[config.mk]
export PLATFORM = sky130hd
export DESIGN_NAME = dual_core_mem_arbiter
export DESIGN_NICKNAME = d
export VERILOG_FILES = /design/src/rtl/mem_arb_pkg.sv /design/src/rtl/llsc_link_unit.sv /design/src/rtl/dual_core_mem_arbiter.sv
export SDC_FILE = /design/constraint.sdc
export NUM_CORES = 1
export LEC_CHECK = 0
export CAP_MARGIN = 20
export CORE_AREA = 2 2 166 168
export DETAILED_ROUTE_END_ITERATION = 12
export DIE_AREA = 0 0 168 170
export DONT_BUFFER_PORTS = 1
export GPL_TIMING_DRIVEN = 1
export PLACE_DENSITY = 0.73
export SYNTH_ARGS = -nofsm -noshare
export SYNTH_HDL_FRONTEND = slang
export SYNTH_HIERARCHICAL = 1
export SYNTH_SLANG_ARGS = --single-unit
[constraint.sdc]
create_clock -name CLK -period 4.47 [get_ports CLK]
set_clock_uncertainty 0.2 [all_clocks]
set_input_delay 0.894 -clock CLK [delete_from_list [all_inputs] [get_ports CLK]]
set_output_delay 0.894 -clock CLK [all_outputs]
set_load 0.005 [all_outputs]
[src/rtl/mem_arb_pkg.sv]
// Shared types and constants for the dual-core memory arbiter.
package mem_arb_pkg;

    localparam int MEM_ADDR_W = 32;
    localparam int MEM_DATA_W = 32;

    localparam logic [MEM_DATA_W-1:0] SC_SUCCESS = 32'd1;
    localparam logic [MEM_DATA_W-1:0] SC_FAIL    = 32'd0;

    typedef enum logic [1:0] {
        IDLE,
        ACCESS,
        DONE
    } arb_state_t;

    typedef enum logic [2:0] {
        REQ_IFETCH,
        REQ_LOAD,
        REQ_STORE,
        REQ_LL,
        REQ_SC
    } req_type_t;

    // One reservation per core, tracked at word granularity.
    typedef struct packed {
        logic                  valid;
        logic [MEM_ADDR_W-3:0] word_addr;
    } link_t;

    // Request kinds that end in a RAM write strobe (an SC only if its check passed).
    function automatic logic is_write(input req_type_t t);
        return (t == REQ_STORE) || (t == REQ_SC);
    endfunction

endpackage

[src/rtl/llsc_link_unit.sv]
// LL/SC reservation registers for both cores: answers the SC check for the
// request being granted and applies set/clear rules when a transaction retires.
module llsc_link_unit
    import mem_arb_pkg::*;
#(
    parameter int WORD_W = MEM_ADDR_W - 2
) (
    input  logic              clk,
    input  logic              rst,
    input  logic              q_core,
    input  logic [WORD_W-1:0] q_word,
    output logic              sc_pass,
    input  logic              done,
    input  logic              d_core,
    input  req_type_t         d_type,
    input  logic [WORD_W-1:0] d_word,
    input  logic              d_wrote
);

    link_t links [2];

    assign sc_pass = links[q_core].valid && (links[q_core].word_addr == q_word);

    for (genvar k = 0; k < 2; k++) begin : g_link
        // Update one core's reservation when a transaction retires.
        always_ff @(posedge clk) begin
            // NOTE: sequential state uses non-blocking (<=) so every register samples pre-edge values.
            if (rst) begin
                // NOTE: only the valid bit is reset; the word address is don't-care while invalid.
                links[k].valid <= 1'b0;
            end else if (done) begin
                if (d_core == 1'(k)) begin
                    if (d_type == REQ_LL) begin
                        links[k].valid     <= 1'b1;
                        links[k].word_addr <= d_word;
                    end else if (d_type == REQ_SC) begin
                        links[k].valid <= 1'b0;
                    end
                end else if (d_wrote && (links[k].word_addr == d_word)) begin
                    // A write by the other core breaks this core's reservation.
                    links[k].valid <= 1'b0;
                end
            end
        end
    end

endmodule

[src/rtl/dual_core_mem_arbiter.sv]
// Serializes instruction and data requests of two cores onto one RAM port.
// Round-robin between cores, data before fetch within a core; failed SCs
// are answered without touching RAM.
module dual_core_mem_arbiter
    import mem_arb_pkg::*;
#(
    parameter int ADDR_W = MEM_ADDR_W,
    parameter int DATA_W = MEM_DATA_W,
    parameter int NCORE  = 2
) (
    input  logic                          CLK,
    input  logic                          RST,
    input  logic [NCORE-1:0]              iREN,
    input  logic [NCORE-1:0][ADDR_W-1:0]  iaddr,
    input  logic [NCORE-1:0]              dREN,
    input  logic [NCORE-1:0]              dWEN,
    input  logic [NCORE-1:0]              llsc,
    input  logic [NCORE-1:0][ADDR_W-1:0]  daddr,
    input  logic [NCORE-1:0][DATA_W-1:0]  dstore,
    output logic [NCORE-1:0]              iwait,
    output logic [NCORE-1:0]              dwait,
    output logic [NCORE-1:0][DATA_W-1:0]  iload,
    output logic [NCORE-1:0][DATA_W-1:0]  dload,
    output logic                          ramREN,
    output logic                          ramWEN,
    output logic [ADDR_W-1:0]             ramaddr,
    output logic [DATA_W-1:0]             ramstore,
    input  logic [DATA_W-1:0]             ramload,
    input  logic                          ramready
);

    arb_state_t state_q, state_d;
    logic       rr_q;

    // Registered grant
    logic              g_core_q;
    req_type_t         g_type_q;
    logic [ADDR_W-1:0] g_addr_q;
    logic [DATA_W-1:0] g_data_q;
    logic              g_sc_pass_q;

    logic [NCORE-1:0][DATA_W-1:0] iload_q, dload_q;

    // Arbitration result for the current IDLE cycle
    logic              pick_valid, pick_core, pick_is_d;
    req_type_t         pick_type;
    logic [ADDR_W-1:0] pick_addr;
    logic [DATA_W-1:0] pick_data;
    logic              sc_pass;
    logic [NCORE-1:0]  dreq;

    assign dreq  = dREN | dWEN;
    assign iload = iload_q;
    assign dload = dload_q;

    // Pick the winner: d[rr], i[rr], d[~rr], i[~rr].
    always_comb begin
        // NOTE: every output gets a default first so no path leaves it unassigned (no latch).
        pick_valid = 1'b1;
        pick_core  = rr_q;
        pick_is_d  = 1'b1;
        if (dreq[rr_q]) begin
            pick_core = rr_q;
        end else if (iREN[rr_q]) begin
            pick_is_d = 1'b0;
        end else if (dreq[~rr_q]) begin
            pick_core = ~rr_q;
        end else if (iREN[~rr_q]) begin
            pick_core = ~rr_q;
            pick_is_d = 1'b0;
        end else begin
            pick_valid = 1'b0;
        end

        if (!pick_is_d)           pick_type = REQ_IFETCH;
        else if (dWEN[pick_core]) pick_type = llsc[pick_core] ? REQ_SC : REQ_STORE;
        else                      pick_type = llsc[pick_core] ? REQ_LL : REQ_LOAD;

        pick_addr = pick_is_d ? daddr[pick_core] : iaddr[pick_core];
        pick_data = pick_is_d ? dstore[pick_core] : '0;
    end

    llsc_link_unit #(
        .WORD_W (ADDR_W - 2)
    ) u_link (
        .clk     (CLK),
        .rst     (RST),
        .q_core  (pick_core),
        .q_word  (pick_addr[ADDR_W-1:2]),
        .sc_pass (sc_pass),
        .done    (state_q == DONE),
        .d_core  (g_core_q),
        .d_type  (g_type_q),
        .d_word  (g_addr_q[ADDR_W-1:2]),
        .d_wrote ((g_type_q == REQ_STORE) || ((g_type_q == REQ_SC) && g_sc_pass_q))
    );

    // Next state and port outputs from the current state and registered grant.
    always_comb begin
        state_d  = state_q;
        iwait    = '1;
        dwait    = '1;
        ramREN   = 1'b0;
        ramWEN   = 1'b0;
        ramaddr  = '0;
        ramstore = '0;
        case (state_q)
            IDLE: begin
                if (pick_valid) state_d = ((pick_type == REQ_SC) && !sc_pass) ? DONE : ACCESS;
            end
            ACCESS: begin
                ramREN   = !is_write(g_type_q);
                ramWEN   = is_write(g_type_q);
                ramaddr  = g_addr_q;
                ramstore = g_data_q;
                if (ramready) state_d = DONE;
            end
            DONE: begin
                if (g_type_q == REQ_IFETCH) iwait[g_core_q] = 1'b0;
                else                        dwait[g_core_q] = 1'b0;
                state_d = IDLE;
            end
            default: state_d = IDLE;
        endcase
    end

    // State register and round-robin pointer.
    always_ff @(posedge CLK) begin
        if (RST) begin
            state_q <= IDLE;
            rr_q    <= 1'b0;
        end else begin
            state_q <= state_d;
            if (state_q == DONE) rr_q <= ~g_core_q;
        end
    end

    // Grant capture and per-core result registers.
    always_ff @(posedge CLK) begin
        if (RST) begin
            g_core_q    <= 1'b0;
            g_type_q    <= REQ_IFETCH;
            g_addr_q    <= '0;
            g_data_q    <= '0;
            g_sc_pass_q <= 1'b0;
            iload_q     <= '0;
            dload_q     <= '0;
        end else begin
            case (state_q)
                IDLE: begin
                    if (pick_valid) begin
                        g_core_q    <= pick_core;
                        g_type_q    <= pick_type;
                        g_addr_q    <= pick_addr;
                        g_data_q    <= pick_data;
                        g_sc_pass_q <= sc_pass;
                        if ((pick_type == REQ_SC) && !sc_pass) dload_q[pick_core] <= DATA_W'(SC_FAIL);
                    end
                end
                ACCESS: begin
                    if (ramready) begin
                        if (g_type_q == REQ_IFETCH)  iload_q[g_core_q] <= ramload;
                        else if (g_type_q == REQ_SC) dload_q[g_core_q] <= DATA_W'(SC_SUCCESS);
                        else if (!is_write(g_type_q)) dload_q[g_core_q] <= ramload;
                    end
                end
                default: ;
            endcase
        end
    end

endmodule

## Yosys cells after proc, flatten, opt, wreduce, memory -nomap -nowiden

Memories as Yosys holds them, arrays and structs flattened.
Index checks and enable logic that the tools add are counted.

| operators by class | value |
|---|---|
| eq/ne operators | 14 |
| bitwise gates (word level) | 15 |
| magnitude comparators | 6 |
| reductions and logical operators | 18 |
| muxes and demuxes | 100 |

Operators with widths:

| operator | number |
|---|---|
| $mux W32 | 12 |
| $mux W64 | 6 |
| $bwmux W64 | 2 |
| $pmux W64 S2 | 1 |
| $eq A30 B30 Y1 | 3 |
| $and A64 B64 Y64 | 1 |
| $demux W32 S1 | 2 |
| $mux W1 | 64 |
| $not A64 Y64 | 1 |
| $and A62 B62 Y62 | 1 |
| $not A62 Y62 | 1 |
| $mux W2 | 8 |
| $mux W3 | 3 |
| $lt A1 B2 Y1 const B | 4 |
| $ne A2 B2 Y1 const B | 4 |
| $logic_and A1 B1 Y1 | 7 |
| $eq A3 B2 Y1 const B | 2 |
| $eq A3 B3 Y1 const B | 2 |
| $or A1 B1 Y1 | 6 |
| $reduce_and A6 Y1 | 1 |
| $or A2 B2 Y2 | 2 |
| $pmux W2 S2 | 1 |
| $reduce_and A2 Y1 | 2 |
| $logic_not A3 Y1 | 1 |
| other kinds (12) | 16 |

| word-level totals | value |
|---|---|
| logic and storage cells | 165 |
| bits in registers | 200 |
| output and inout port bits | 198 |
| input port bits | 235 |
| memories | 1 |
| bits in writable memories | 62 |

Memories:

| name | depth | width | rd ports | clocked after memory_dff | wr ports | RTL line | RTL |
|---|---|---|---|---|---|---|---|
| u_link.links | 2 | 31 | 3 | 0 | 2 | llsc_link_unit.sv:20 | `link_t links [2];` |

## Logic depth before layout (Yosys ltp)

| depth | value |
|---|---|
| word-level depth | 17 |
| gate-level depth with buffers | 18 |
| gate-level depth less buffers | 14 |

## Hierarchy

The synthesis kept the hierarchy.

By module, submodules not included:

| module | cells an instance | sequential area each (µm²) | area each (µm²) | instances |
|---|---|---|---|---|
| dual_core_mem_arbiter | 1,018 | 4,003.8 | 9,193.8 | 1 |
| llsc_link_unit | 234 | 1,861.8 | 3,281.9 | 1 |

## Worst setup path before layout

Ideal clock, no wire load.

| path | value |
|---|---|
| path kind | input to register |
| start | input iREN[1] |
| end | register dload_q, in the netlist dload[33] |
| slack | -0.147 ns |
| path buffers | 7 |
| setup time | 0.117 ns |
| data arrival time | 4.300 ns |
| required time | 4.153 ns |
| cell stages on the path | 18 |
| cells stage by stage | or3_1 maj3_2 buf_6 buf_6 buf_6 buf_6 buf_6 buf_2 mux2i_1 xor2_1 nand4_1 nor4_2 or3b_1 or3_4 o21ai_4 a41oi_4 buf_6 a22o_1 |

| on the way | value |
|---|---|
| cells in the longest elaborated chain, start to end | 15 |
| elaborated cells between the ends (all ways) | 48 |
| those cells by class | order compare: 2; eq/ne: 4; mux: 34; bitwise: 2; reduce/logical: 5; memory: 1 |

RTL lines:

| element | RTL line | RTL |
|---|---|---|
| start, declared | dual_core_mem_arbiter.sv:13 | `input logic [NCORE-1:0] iREN,` |
| $mux W1 (implied by the code) (2 in series) | dual_core_mem_arbiter.sv:68 | `end else if (iREN[~rr_q]) begin` |
| $mux W1 | dual_core_mem_arbiter.sv:68 |  |
| $mux W1 | dual_core_mem_arbiter.sv:66 | `end else if (dreq[~rr_q]) begin` |
| $mux W1 * | dual_core_mem_arbiter.sv:64 | `end else if (iREN[rr_q]) begin` |
| $mux W1 * | dual_core_mem_arbiter.sv:62 | `if (dreq[rr_q]) begin` |
| via pick_core | dual_core_mem_arbiter.sv:45 | `logic pick_valid, pick_core, pick_is_d;` |
| $mux W32 (implied by the code) (2 in series) | dual_core_mem_arbiter.sv:79 | `pick_addr = pick_is_d ? daddr[pick_core] : iaddr[pick_core];` |
| $mux W32 | dual_core_mem_arbiter.sv:79 |  |
| $eq A30 B30 Y1 | llsc_link_unit.sv:22 | `assign sc_pass = links[q_core].valid && (links[q_core].word_addr == q_word);` |
| $logic_and A1 B1 Y1 * | llsc_link_unit.sv:22 |  |
| via sc_pass | dual_core_mem_arbiter.sv:49 | `logic sc_pass;` |
| $logic_not A1 Y1 * | dual_core_mem_arbiter.sv:157 | `if ((pick_type == REQ_SC) && !sc_pass) dload_q[pick_core] <= DATA_W'(SC_FAIL);` |
| $logic_and A1 B1 Y1 * | dual_core_mem_arbiter.sv:157 |  |
| $ne A2 B2 Y1 (no source line) * | n/a |  |
| $reduce_and A6 Y1 (no source line) * | n/a |  |
| end signal, assigned by index | dual_core_mem_arbiter.sv:157 |  |
| end signal, assigned by index | dual_core_mem_arbiter.sv:163 | `else if (g_type_q == REQ_SC) dload_q[g_core_q] <= DATA_W'(SC_SUCCESS);` |
| end signal, assigned by index | dual_core_mem_arbiter.sv:164 | `else if (!is_write(g_type_q)) dload_q[g_core_q] <= ramload;` |
| end, declared | dual_core_mem_arbiter.sv:42 | `logic [NCORE-1:0][DATA_W-1:0] iload_q, dload_q;` |

The timed path passes the listed nets; every way through them passes the cells marked *. The select of a mux whose other input is x is not followed.
A chain may end at the register's enable or synchronous reset.

## Worst setup path in the final report

| path | value |
|---|---|
| start | input iREN[1] |
| end | register dload_q, in the netlist dload[30] |

| on the way | value |
|---|---|
| cells in the longest elaborated chain, start to end | 15 |
| elaborated cells between the ends (all ways) | 48 |
| those cells by class | order compare: 2; eq/ne: 4; mux: 34; bitwise: 2; reduce/logical: 5; memory: 1 |

RTL lines:

| element | RTL line | RTL |
|---|---|---|
| $mux W1 (implied by the code) (2 in series) | dual_core_mem_arbiter.sv:68 |  |
| $mux W1 | dual_core_mem_arbiter.sv:68 |  |
| $mux W1 | dual_core_mem_arbiter.sv:66 |  |
| $mux W1 | dual_core_mem_arbiter.sv:64 |  |
| $mux W1 | dual_core_mem_arbiter.sv:62 |  |
| $mux W32 (implied by the code) (2 in series) | dual_core_mem_arbiter.sv:79 |  |
| $mux W32 * | dual_core_mem_arbiter.sv:79 |  |
| via pick_addr[28] | dual_core_mem_arbiter.sv:47 | `logic [ADDR_W-1:0] pick_addr;` |
| $eq A30 B30 Y1 * | llsc_link_unit.sv:22 |  |
| $logic_and A1 B1 Y1 * | llsc_link_unit.sv:22 |  |
| via sc_pass | dual_core_mem_arbiter.sv:49 |  |
| $logic_not A1 Y1 * | dual_core_mem_arbiter.sv:157 |  |
| $logic_and A1 B1 Y1 * | dual_core_mem_arbiter.sv:157 |  |
| $ne A2 B2 Y1 (no source line) * | n/a |  |
| $reduce_and A6 Y1 (no source line) * | n/a |  |

Marked as above.

==> results.txt <==
----------------------------------------------------
[Run status]
  Outcome ... completed

[Yosys]
  Avg Cell Area, Syn ... 9.96 sq um
  Unique masters post-synth ... 62
  Predominant post-synthesis flop cell ... sky130_fd_sc_hd__dfxtp_1
  Proportion of synthesized chip area in sequential cells ... 0.470
  Number of synthesized flops with an enable pin ... 62
  Fraction of synthesized cell area taken by the top area cell type ... 0.321
  Commonest cells in the netlist ... sky130_fd_sc_hd__nand2_1 (202), sky130_fd_sc_hd__dfxtp_1 (200), sky130_fd_sc_hd__mux2i_1 (156)
  Biggest area contributors in the synthesized netlist ... sky130_fd_sc_hd__dfxtp_1 (32%), sky130_fd_sc_hd__edfxtp_1 (15%), sky130_fd_sc_hd__mux2i_1 (13%)
  Net count after synthesis ... 1,488
  Share of synthesized registers carrying an async set or reset ... 0
  Cell area after synthesis ... 12,500 sq um
  Post-synthesis cell type with the largest combined area ... sky130_fd_sc_hd__dfxtp_1
  Number of standard cells after synthesis ... 1,252
  Count of warnings emitted by yosys ... 6
  Register bit total from synthesis ... 262
  Most instantiated library cell after synthesis ... sky130_fd_sc_hd__nand2_1

[Clocking]
  TritonCTS clock tree ... built
  Total clock buffers created by CTS ... 28
  Cell at the root of the clock tree ... sky130_fd_sc_hd__clkbuf_16
  Clock slew at the register clock pins of the worst setup and hold paths ... 0.06 ns
  Maximum clock insertion buffer count ... 3
  Clk Latency, worst-skew pair ... 0.55 ns
  Clock net sink count ... 262
  # hold bufs at CTS ... 0
  H-tree depth ... 1

[Global route]
  Maximum number of pins on one net before global-route repair ... 81
  Vias in the first global route ... 9,274
  Grt met1 use ... 0.299
  Grt peak-use layer ... met2
  Met3 demand-to-capacity share in global routing ... 0.0553
  Met2 capacity usage during global routing ... 0.435
  Total congestion overflow after global routing ... 0
  Global Route Usage Sum ... 0.245
  Antenna violations before repair ... 1
  Wire length of the first global-routing pass ... 55,100 um

[Setup path]
  Startpoint class of the critical path ... input pin
  Crit end category ... flip-flop
  Worst Path Arrival ... 4.55 ns
  R2r setup slk ... 0.51 ns
  CP required ... 4.69 ns
  Critical path type ... input pin to flip-flop
  R2r endpoint ... dload[30]$_SDFFE_PP0P_
  Largest fanout on the critical path ... 32
  Critical register-to-register path startpoint ... rr_q$_SDFFE_PP0P_
  Worst Reg2Reg Path Length in Cells ... 16

[Floorplanning]
  Initial standard-cell utilization of the core ... 0.468
  DIE HEIGHT ... 170 um
  Area of the core ... 26,700 sq um
  I/O pin cnt ... 433
  Die area ... 28,600 sq um
  Horiz. Die Dim ... 168 um
  Count of standard-cell rows ... 60

[Power and ir drop]
  Power per standard cell area ... 424 nW/um^2
  Leak Pwr ... 4.88 nW
  VDD IR max ... 0.267 mV

[Routing]
  Post-DRT Antenna Nets ... 0
  First drt pass iteration count ... 5
  # DRC ... 0
  Routed via count divided by cell count ... 6.06
  Drt first-iter violations ... 785
  Drt wl/cell ... 23.1 um
  Routed WL ... 37,100 um
  Via count of the routed design ... 9,762

[Worst hold path]
  Min-delay src ... RST
  Worst Hold Path EP ... iload[54]$_SDFFE_PP0P_
  Worst min path class ... input pin to flip-flop
  Hold depth ... 1

[STA]
  RSZ-0062 raised after global routing ... false
  Worst-margin pin slew ... 0.995 ns
  Final setup fails ... 0
  Final min period ... 4.33 ns
  Final worst setup slack ... 0.144 ns
  Hold Fails Final Rpt ... 0
  Worst max-slew margin expressed relative to the limit ... 0.332
  WHS ... 0.225 ns
  Max Clock Freq ... 231 MHz
  Final Max Tran Viols ... 0
  Post-route fraction of the period consumed by the critical path ... 0.968

[Final layout]
  Layout cell share with drive strength beyond 1 ... 0.0994
  Growth of design area from synthesis to finish ... 11.8%
  Total Nets Final ... 1,482

[Placed design]
  Last weighted congestion value of the routability-driven placer ... 0.886
  Place WS ... -0.388 ns
  Number of buffers added on ports ... 0
  Total half-perimeter wirelength after legalization and detailed placement ... 26,600 um

[Run]
  Max Cap Viol ... 0

----------------------------------------------------
-- layout by cell type (no fill, tap or decap), drive strengths merged, types with 13 or more instances in the layout --
cell,n
o221ai,30
a21oi,72
and2,65
xnor2,36
nand2,203
clkbuf,41
edfxtp,62
mux2i,156
nor2,51
nand4,13
nor4,17
a22o,31
dfxtp,200
o221a,32
o21ai,38
a22oi,31
buf,53
xor2,55
-- report_power, final --
group	switching [mW]	leakage [nW]	internal [mW]
logic	0.525	2.22	0.367
clock network	0.947	0.461	1.36
registers	0.156	2.19	2.56
total	1.63	4.88	4.29
-- kinds of logic after synthesis --
| logic type | Yosys count | synth area share |
|---|---|---|
| and+or+nand+nor | 387 | 0.147 |
| DFF | 262 | 0.470 |
| AOI/OAI and AO/OA | 257 | 0.152 |
| muxes | 157 | 0.126 |
| buffers and inverters | 96 | 0.0389 |
| xor gates and xnor gates | 91 | 0.0639 |
| adders and majority gates | 2 | 0.00191 |
-- worst max-delay path, cell delays in order --
cell and delay, ns:
sky130_fd_sc_hd__or3_1 0.38, sky130_fd_sc_hd__maj3_4 0.39, sky130_fd_sc_hd__buf_12 0.17, sky130_fd_sc_hd__buf_4 0.21, sky130_fd_sc_hd__mux2i_1 0.26, sky130_fd_sc_hd__mux2i_1 0.14, sky130_fd_sc_hd__xnor2_1 0.22, sky130_fd_sc_hd__nor4_2 0.09
sky130_fd_sc_hd__nand4_1 0.11, sky130_fd_sc_hd__nor4_2 0.06, sky130_fd_sc_hd__buf_4 0.14, sky130_fd_sc_hd__or3b_1 0.36, sky130_fd_sc_hd__or3_4 0.36, sky130_fd_sc_hd__o22ai_1 0.16, sky130_fd_sc_hd__nand2_1 0.11, sky130_fd_sc_hd__buf_12 0.18
sky130_fd_sc_hd__o221a_1 0.26
-- repair_timing --
action | in CTS | in global routing
buffers inserted | 0 | 0
resized for setup | 0 | 3
setup endpoints to repair | 0 | 3
-- stage by stage --
stage / setup TNS [ns] / power (mW) / util / cells / instance area, sq um
finish: 0 / 5.91 / 0.524 / 1610 / 14000
detailed placement: -23.57 / 3.64 / 0.487 / 1556 / 13000
global placement: -19.91 / 3.62 / 0.487 / 1556 / 13000
floorplan: -0.883 / 3.37 / - / 1252 / 12500
CTS: 0 / 5.95 / 0.522 / 1608 / 13900
global route: 0 / 6.14 / 0.524 / 1610 / 14000
-- per-layer routing --
metal,part of all wire,up-vias
li1,-,4493
met1,0.39,4721
met2,0.50,493
met3,0.084,55
met4,0.024,0
met5,0,-
-- sequential cells by signal, indices dropped and copies added, names as in the netlist --
register	flops
g_data_q	32
g_sc_pass_q	1
u_link/links	62
rr_q	1
g_addr_q	32
g_type_q	3
dload	64
state_q	2
iload	64
g_core_q	1
-- final cells by class --
| cell class | count | area, sq um |
|---|---|---|
| Antenna cell | 1 | 2.50 |
| Clock buffer | 41 | 841 |
| Clock inverter | 11 | 92.6 |
| Fill cell | 2347 | 12700 |
| Inverter | 7 | 26.3 |
| Multi-Input combinational cell | 894 | 6190 |
| Sequential cell | 262 | 5870 |
| Tap cell | 341 | 427 |
| Timing Repair Buffer | 53 | 505 |
-- how the worst max path moves through the flow --
stage,start,end,slack (ns),cells past startpoint
detailed placement,iREN[1],dload[30]$_SDFFE_PP0P_,-0.39,17
global placement,iREN[1],dload[30]$_SDFFE_PP0P_,-0.34,17
finish,iREN[1],dload[30]$_SDFFE_PP0P_,0.14,17
global route,iREN[1],dload[30]$_SDFFE_PP0P_,0.01,17
floorplan,iREN[1],dload[33]$_SDFFE_PP0P_,-0.03,18
CTS,iREN[1],dload[30]$_SDFFE_PP0P_,0.14,17
Note: power is estimated with default switching activity, not from simulation.
==> RTL edit (same flow settings) <==
Encoding of `req_type_t`: now one-hot (5 bits for 5 values).
--- a/src/rtl/mem_arb_pkg.sv
+++ b/src/rtl/mem_arb_pkg.sv
@@ -14,10 +14,10 @@
     } arb_state_t;
 
-    typedef enum logic [2:0] {
-        REQ_IFETCH,
-        REQ_LOAD,
-        REQ_STORE,
-        REQ_LL,
-        REQ_SC
+    typedef enum logic [4:0] {
+        REQ_IFETCH = 5'b00001,
+        REQ_LOAD   = 5'b00010,
+        REQ_STORE  = 5'b00100,
+        REQ_LL     = 5'b01000,
+        REQ_SC     = 5'b10000
     } req_type_t;
 
Check against the original RTL: no difference found for any inputs over 4 cycles, from zero or initial values and one cycle with RST high; so few cycles prove little.
==> RTL edit against the original RTL <==
  * Cell area decreased by 0.39%
  * Sequential cell count increased by 2
  * Total power increased by 3.3%
  * Routed wire length increased by 1.6%
  * Fmax increased by 2.0%
  * Synthesized area increased by 0.25%
  * Non-clock buffer count decreased by 17
  * Worst setup slack improved by 0.083 ns
==> RTL edit: results (changes against the original RTL) <==
* Status: complete, no violations
* Worst-case vdd ir drop at 267 uV (about the same)
* Pleak at 4.89 nW (+0.28%)
* Hold Crit Depth at 1 (unchanged)
* Htree depth at 1 (unchanged)
* GR Layer Usage met2 at 0.444 (+0.00898)
* Setup repair bufs after CTS at 0 (unchanged)
* Met2 Wirelength at 18.4 mm (-0.50%)
* Cell area after layout at 0.0139 sq mm (-0.39%)
* Dpl hpwl at 27.4 mm (+3.0%)
* FF-to-FF Start: rr_q$_SDFFE_PP0P_
* Synthesized instance count at 1298 (+3.7%)
* IO Port Bufs at 0 (unchanged)
* TritonCTS Buffers at 27 (-3.6%)
* # fillers at 2339 (-0.34%)
* CP delay by family, top: simple AND/OR/NAND/NOR gates
* Ys async rst share at 0 (unchanged)
* Worst Hold End: iload[41]$_SDFFE_PP0P_
* Slowest-stage cell, CP: or3_1
* Post_cts resized at 0 (unchanged)
* Met3 usage in global routing at 0.0647 (+0.00930)
* Synth unique cells at 51 (-18%)
* Gr usage total at 0.255 (+0.00954)
* Fraction of layout cells with a size suffix above 1 at 0.0795 (-0.0198)
* Initial antenna violation count at 1 (unchanged)
* Clock buffer depth at 3 (unchanged)
* Met1 WL at 14.8 mm (+1.7%)
* Worst stage delay on the critical path at 0.39 ns (about the same)
* Dpl ws at -0.289 ns (+0.0996 ns)
* Worst Tran Pin Value at 0.952 ns (-0.0434 ns)
* CP arrival at 4.52 ns (-0.03 ns)
* Final nets at 1509 (+1.8%)
* Synth cell count leaders: nand2_1 (207), dfxtp_1 (202), mux2i_1 (156)
* Drt initial violations at 825 (+5.1%)
* Largest fanout on the critical path at 54 (+69%)
* Gp weighted congestion at 0.892 (+0.73%)
* Fin cells at 1637 (+1.7%)
* Ranking of synthesized cells by area: dfxtp_1 (32%), edfxtp_1 (15%), mux2i_1 (12%)
* DR top layer: met4
* Routed len/inst at 23.0 um (about the same)
* Hold Crit Start: RST
* WHS at 0.235 ns (+0.00959 ns)
* First-pass GRT wire length at 56.6 mm (+2.8%)
* Worst skew pair latency at 0.54 ns
* FF-to-FF path depth at 15 (-1)
* Synth warn at 6 (unchanged)
* Vias per cell at 5.97 (-1.6%)
* Number of global-route vias before repair at 9589 (+3.4%)
* Met3 WL at 3.11 mm (-0.42%)
* Flop-to-flop setup slack at 0.48 ns (-0.03 ns)
* Root buffer cell: clkbuf_16
* Cell Area, Placed at 0.0129 sq mm (-0.29%)
* Pin count of the biggest net entering global routing at 83 (+2.5%)
* Final WS setup at 0.227 ns (+0.0828 ns)
* Clock transition at path regs at 0.06 ns (about the same)
* Number of synthesized flops with an enable pin at 62 (unchanged)
* DRT Pass-1 Iters at 5 (unchanged)
* Seq/Total Area, Yosys at 0.472 (+0.00203)
* RR Endpoint: dload[22]$_SDFFE_PP0P_
* Met1 global-route usage at 0.307 (+0.00803)
RTL edit: cell types whose count changed after synthesis, moves of 6 or more:
cell / change
a22oi_1: -30
a21oi_1: +37
xnor2_1: -6
xor2_1: +8
o21ai_0: +33
o221a_1: -32
a22o_1: +30
RTL edit: power by group:
part / leakage [nW] / switching, mW / internal (mW) / total, mW
Clock: 0.468 / 0.946 / 1.46 / 2.40
Combinational: 2.21 / 0.563 / 0.387 / 0.950
Sequential: 2.21 / 0.165 / 2.59 / 2.75
Total: 4.89 / 1.67 / 4.43 / 6.11
RTL edit: worst max-delay path by stage:
| stage | from | to | cells after the start |
|---|---|---|---|
| 2_1_floorplan | iREN[1] | dload[33]$_SDFFE_PP0P_ | 17 |
| 3_3_place_gp | iREN[1] | dload[26]$_SDFFE_PP0P_ | 16 |
| 3_5_place_dp | iREN[1] | dload[29]$_SDFFE_PP0P_ | 16 |
| 4_1_cts | iREN[1] | dload[24]$_SDFFE_PP0P_ | 16 |
| 5_1_grt | iREN[1] | dload[55]$_SDFFE_PP0P_ | 15 |
| 6_report | iREN[1] | dload[22]$_SDFFE_PP0P_ | 16 |
RTL edit: cell type report:
cell class,count,share of cell area
Antenna cell,1,0.000180
Clock buffer,37,0.0565
Clock inverter,13,0.0124
Inverter,5,0.00135
Multi-Input combinational cell,940,0.448
Sequential cell,264,0.425
Tap cell,341,0.0307
Timing Repair Buffer,36,0.0263
RTL edit: kinds of logic after synthesis:
group | count (synthesis) | synth area share
simple gates | 394 | 0.147
compound gates | 296 | 0.152
flops | 264 | 0.472
mux | 156 | 0.125
buf+inv | 94 | 0.0381
xor+xnor | 93 | 0.0651
fa+ha+maj | 1 | 0.000800
